File: src/rtl/instr_fetch.sv
// Instruction fetch: keeps one imem request in flight and fills a 2-entry {pc, instr} buffer for decode.
// if_valid rises 1 cycle after imem_rsp_valid; a redirect flushes the buffer and drops any in-flight response.
module instr_fetch #(
  parameter logic [31:0] RESET_PC = 32'h00000000
) (
  input  logic        clk,
  input  logic        rst,
  output logic        imem_req_valid,
  input  logic        imem_req_ready,
  output logic [31:0] imem_addr,
  input  logic        imem_rsp_valid,
  input  logic [31:0] imem_rdata,
  input  logic        redirect_valid,
  input  logic [31:0] redirect_pc,
  output logic        if_valid,
  input  logic        if_ready,
  output logic [31:0] if_instr,
  output logic [31:0] if_pc
);
  typedef enum logic [1:0] {IDLE, REQ, WAIT, DROP} state_t;

  state_t      state, state_nxt;
  logic [31:0] pc, pc_nxt, req_pc;
  logic [31:0] buf_pc    [2];
  logic [31:0] buf_instr [2];
  logic        rd_ptr, wr_ptr;
  logic [1:0]  count, count_after;
  logic        accept, push, pop;

  assign imem_req_valid = (state == REQ);
  assign imem_addr      = pc;
  assign accept         = imem_req_valid & imem_req_ready;
  assign if_valid       = (count != 2'd0);
  assign pop            = if_valid & if_ready & ~redirect_valid;
  // Only a response to our own outstanding request is captured; stale ones land in IDLE/REQ/DROP.
  assign push           = (state == WAIT) & imem_rsp_valid & ~redirect_valid;
  assign if_pc          = buf_pc[rd_ptr];
  assign if_instr       = buf_instr[rd_ptr];

  always_comb begin
    state_nxt   = state;
    pc_nxt      = pc;
    count_after = count + {1'b0, push} - {1'b0, pop};
    if (accept) pc_nxt = pc + 32'd4;
    case (state)
      IDLE:    if (count < 2'd2) state_nxt = REQ;
      REQ:     if (accept) state_nxt = WAIT;
      WAIT:    if (imem_rsp_valid) state_nxt = (count_after < 2'd2) ? REQ : IDLE;
      DROP:    if (imem_rsp_valid) state_nxt = REQ;
      default: state_nxt = IDLE;
    endcase
    if (redirect_valid) begin
      pc_nxt = {redirect_pc[31:2], 2'b00};
      // A request the memory took this cycle still owes a response, which must be discarded.
      case (state)
        IDLE, REQ: state_nxt = accept ? DROP : REQ;
        default:   state_nxt = imem_rsp_valid ? REQ : DROP;
      endcase
    end
  end

  always_ff @(posedge clk or posedge rst) begin
    if (rst) begin
      state        <= IDLE;
      pc           <= RESET_PC;
      req_pc       <= RESET_PC;
      count        <= 2'd0;
      rd_ptr       <= 1'b0;
      wr_ptr       <= 1'b0;
      buf_pc[0]    <= '0;
      buf_pc[1]    <= '0;
      buf_instr[0] <= '0;
      buf_instr[1] <= '0;
    end else begin
      state <= state_nxt;
      pc    <= pc_nxt;
      if (accept) req_pc <= pc;
      if (redirect_valid) begin
        count  <= 2'd0;
        rd_ptr <= 1'b0;
        wr_ptr <= 1'b0;
      end else begin
        if (push) begin
          buf_pc[wr_ptr]    <= req_pc;
          buf_instr[wr_ptr] <= imem_rdata;
          wr_ptr            <= ~wr_ptr;
        end
        if (pop) rd_ptr <= ~rd_ptr;
        count <= count_after;
      end
    end
  end
endmodule

File: config.mk
export PLATFORM = sky130hd
export DESIGN_NAME = instr_fetch
export DESIGN_NICKNAME = d
export VERILOG_FILES = /design/src/rtl/instr_fetch.sv
export SDC_FILE = /design/constraint.sdc
export NUM_CORES = 1
export LEC_CHECK = 0
export CAP_MARGIN = 15
export CORE_MARGIN = 1
export CORE_UTILIZATION = 40
export CTS_BUF_LIST = sky130_fd_sc_hd__clkbuf_16
export DETAILED_ROUTE_END_ITERATION = 6
export GPL_ROUTABILITY_DRIVEN = 1
export GPL_TIMING_DRIVEN = 0
export HOLD_SLACK_MARGIN = 0.1
export PLACE_DENSITY = 0.73
export SLEW_MARGIN = 20
export SYNTH_ARGS = -nofsm -noshare
export SYNTH_HDL_FRONTEND = slang
export SYNTH_SLANG_ARGS = --single-unit
File: constraint.sdc
create_clock -name clk -period 11.68 [get_ports clk]
set_clock_uncertainty 0.05 [all_clocks]
set_input_delay 3.504 -clock clk [delete_from_list [all_inputs] [get_ports clk]]
set_output_delay 3.504 -clock clk [all_outputs]
set_load 0.005 [all_outputs]
==> impl_metrics.ini <==
[place]
hpwl_microns = 14100
place_inst = 1139
numPortBuffers = 161
pre_cts_ws_ps = 5330
postPlaceCellArea_sq_um = 10500
routabilityCongestion = 0.871

[floorplanning]
die_h_microns = 148
fp.dieArea_sq_um = 21900
ios = 168
die_w_microns = 148
core_sq_um = 21000
start_util = 0.407
rows = 53

[clocking]
cts.htree.levels = 4
clock_latency_ps = 420
post_cts_hold_buffer_count = 0
cts_tree = done
post_cts.repair.setup_buffers = 0
clock_path_buffers = 2
cts_resized = 0
clkTransAtPathRegs_ps = 70
cts-root-buf = clkbuf_16
cts_sinks = 190
cts_buffers = 17

[detailed_routing]
viasPerCell = 5.16
drtIter0Drc = 280
drcViolationCount = 0
drt_first_pass_iters = 7
routedWlPerCell_microns = 17.1
via_count = 6041
ant_nets = 0
wl_microns = 20000

[synthesis]
synth_area_leaders = dfrtp_1 (56%), mux2_2 (25%), nand2_1 (4.9%)
yosys.area.top_type = dfrtp_1
yosysTopAreaCellShare = 0.557
yosysMostFrequentCell = dfrtp_1
synth_flop_cell = dfrtp_1
synthCells = 699
ys_seq_area_frac = 0.557
synthArstFlopShare = 1.00
synthTopCellsByCount = dfrtp_1 (190), mux2_2 (186), nand2_1 (112), clkbuf_1 (29), nor2_1 (24)
synth_seq_cells = 190
syn_area_sq_um = 8530
synth-warning-count = 0
synth_edf_count = 0
synth.distinct_cells = 45
synth_area_per_cell_sq_um = 12.2

[critical_path]
slowest_delay_ps = 610
slowest_stage = clkbuf_1
cp_cell_sequence = clkbuf_1 > clkbuf_1 > mux2_2 > clkdlybuf4s50_1
worstSetupPathType = register to output pin
cp_data_required_time_ps = 8130
worst_setup_path_start_kind = register
cpMostUsedCell = clkbuf_1
cp-end-kind = output pin
crit_fanout = 10
critPathArrivalTime_ps = 2640

[cells_and_area]
utilization = 0.529
seq_area_sq_um = 4750
final_cell_area_sq_um = 11100
drive_gt1_frac = 0.259
multi_input_area_sq_um = 3570
n_antenna_cell = 0
layout.cells.non_filler = 1170
nets = 956
fill_cells = 1856
area_delta_synth_final_pct = 30.0

[sta]
rsz0062_at_grt = no
period_needed_ps = 6200
tightest_slew_ps = 740
finalSetupViolCount = 0
fin_crit_sh = 0.531
slew_violations = 0
hold_ws_ps = 449
finalHoldViolCount = 0
fmax_ghz = 0.161
fin_tns_setup_ps = 0
setup_slack_ps = 5480
relSlewSlack = 0.505

[global_route]
grt_usage = 0.191
grt_start_max_net_pins = 99
grt-ovfl-total = 0
antenna_found_initial = 0
grt_pass1_vias = 6044
grt_pass1_wl_microns = 32400

[power_and_ir_drop]
powerDensity_nw_per_um2 = 172
worst_ir_drop_vdd_mv = 0.0754
p_leak_nw = 5.04
total_power_mw = 1.91

[outcome]
status = finished, final reports clean

[min_path]
hold_path.class = register to register

[job]
drv_cap = 0
==> path summary, 6_finish.rpt <==
check / depth (start not counted) / to / from / slack, ps
hold / removal: 1 / buf_pc[9]$_DFFE_PP0P_ / buf_pc[9]$_DFFE_PP0P_ / 450
max in group asynchronous: 3 / buf_pc[52]$_DFFE_PP0P_ / rst / 7140
min in group asynchronous: 2 / buf_instr[34]$_DFFE_PP0P_ / rst / 3530
hold reg to reg: 1 / buf_pc[9]$_DFFE_PP0P_ / buf_pc[9]$_DFFE_PP0P_ / 450
setup / recovery: 4 / if_pc[30] / rd_ptr$_DFFE_PP0P_ / 5480
setup reg to reg: 7 / imem_addr[16]$_DFFE_PP0N_ / imem_addr[2]$_DFFE_PP0N_ / 9240
==> logic make-up (layout without fill, tap and decap cells) <==
logic type               count (synthesis)  count (layout)  synth area share
buffers and inverters                   51             244            0.0255
AO/OA/AOI/OAI                           51              51            0.0395
AND/OR/NAND/NOR                        201             201             0.111
other                                    1               4          0.000440
adder cells (fa/ha/maj)                  3               3           0.00440
multiplexers                           187             187             0.247
flip-flops                             190             190             0.557
XOR/XNOR                                15              15            0.0154
==> cell usage in the layout (no fill, tap or decap), types with 5 or more instances in the layout <==
cell             instances
inv_1                    7
and4_1                   5
clkbuf_1                29
or4_1                   13
clkbuf_16               17
dfrtp_1                190
nand2_1                112
o21ai_0                 19
buf_2                    7
o31ai_1                  7
nand3_1                 13
nor2_1                  24
a31oi_1                 10
clkdlybuf4s50_1        161
xnor2_1                 10
xor2_1                   5
mux2_2                 186
nand4_1                 11
==> critical path, delay by kind of cell (launching register included) <==
kind / cells / cell delay (ps)
muxes: 1 / 410
buffers and inverters: 3 / 1510
DFF: 1 / 320
==> per-layer routing <==
layer	GRT usage	wire length, microns
met1	0.269	9440
met2	0.296	9230
met3	0.0438	1190
met4	0.0536	174
met5	0	0
==> area by class of cell <==
class | count | share of cell area
repair buffers | 162 | 0.148
inverters | 8 | 0.00339
clock inverters | 14 | 0.0116
plain buffers | 43 | 0.0169
clock buffers | 17 | 0.0384
well taps | 275 | 0.0310
multi-input cells | 461 | 0.322
flip-flops and latches | 190 | 0.429
==> power by group <==
group          total [mW]  switching, mW  internal, mW  leakage, nW
sequential          0.871         0.0848         0.786         2.48
combinational       0.492          0.171         0.321         2.29
clock               0.549          0.239         0.310        0.276
total                1.91          0.495          1.42         5.04
==> state kept, by name (all words and copies together), names as in the netlist <==
register	cells
wr_ptr	1
imem_addr	30
count	2
buf_instr	64
state	2
req_pc	30
rd_ptr	1
buf_pc	60
Power figures use the tool's default switching activity.
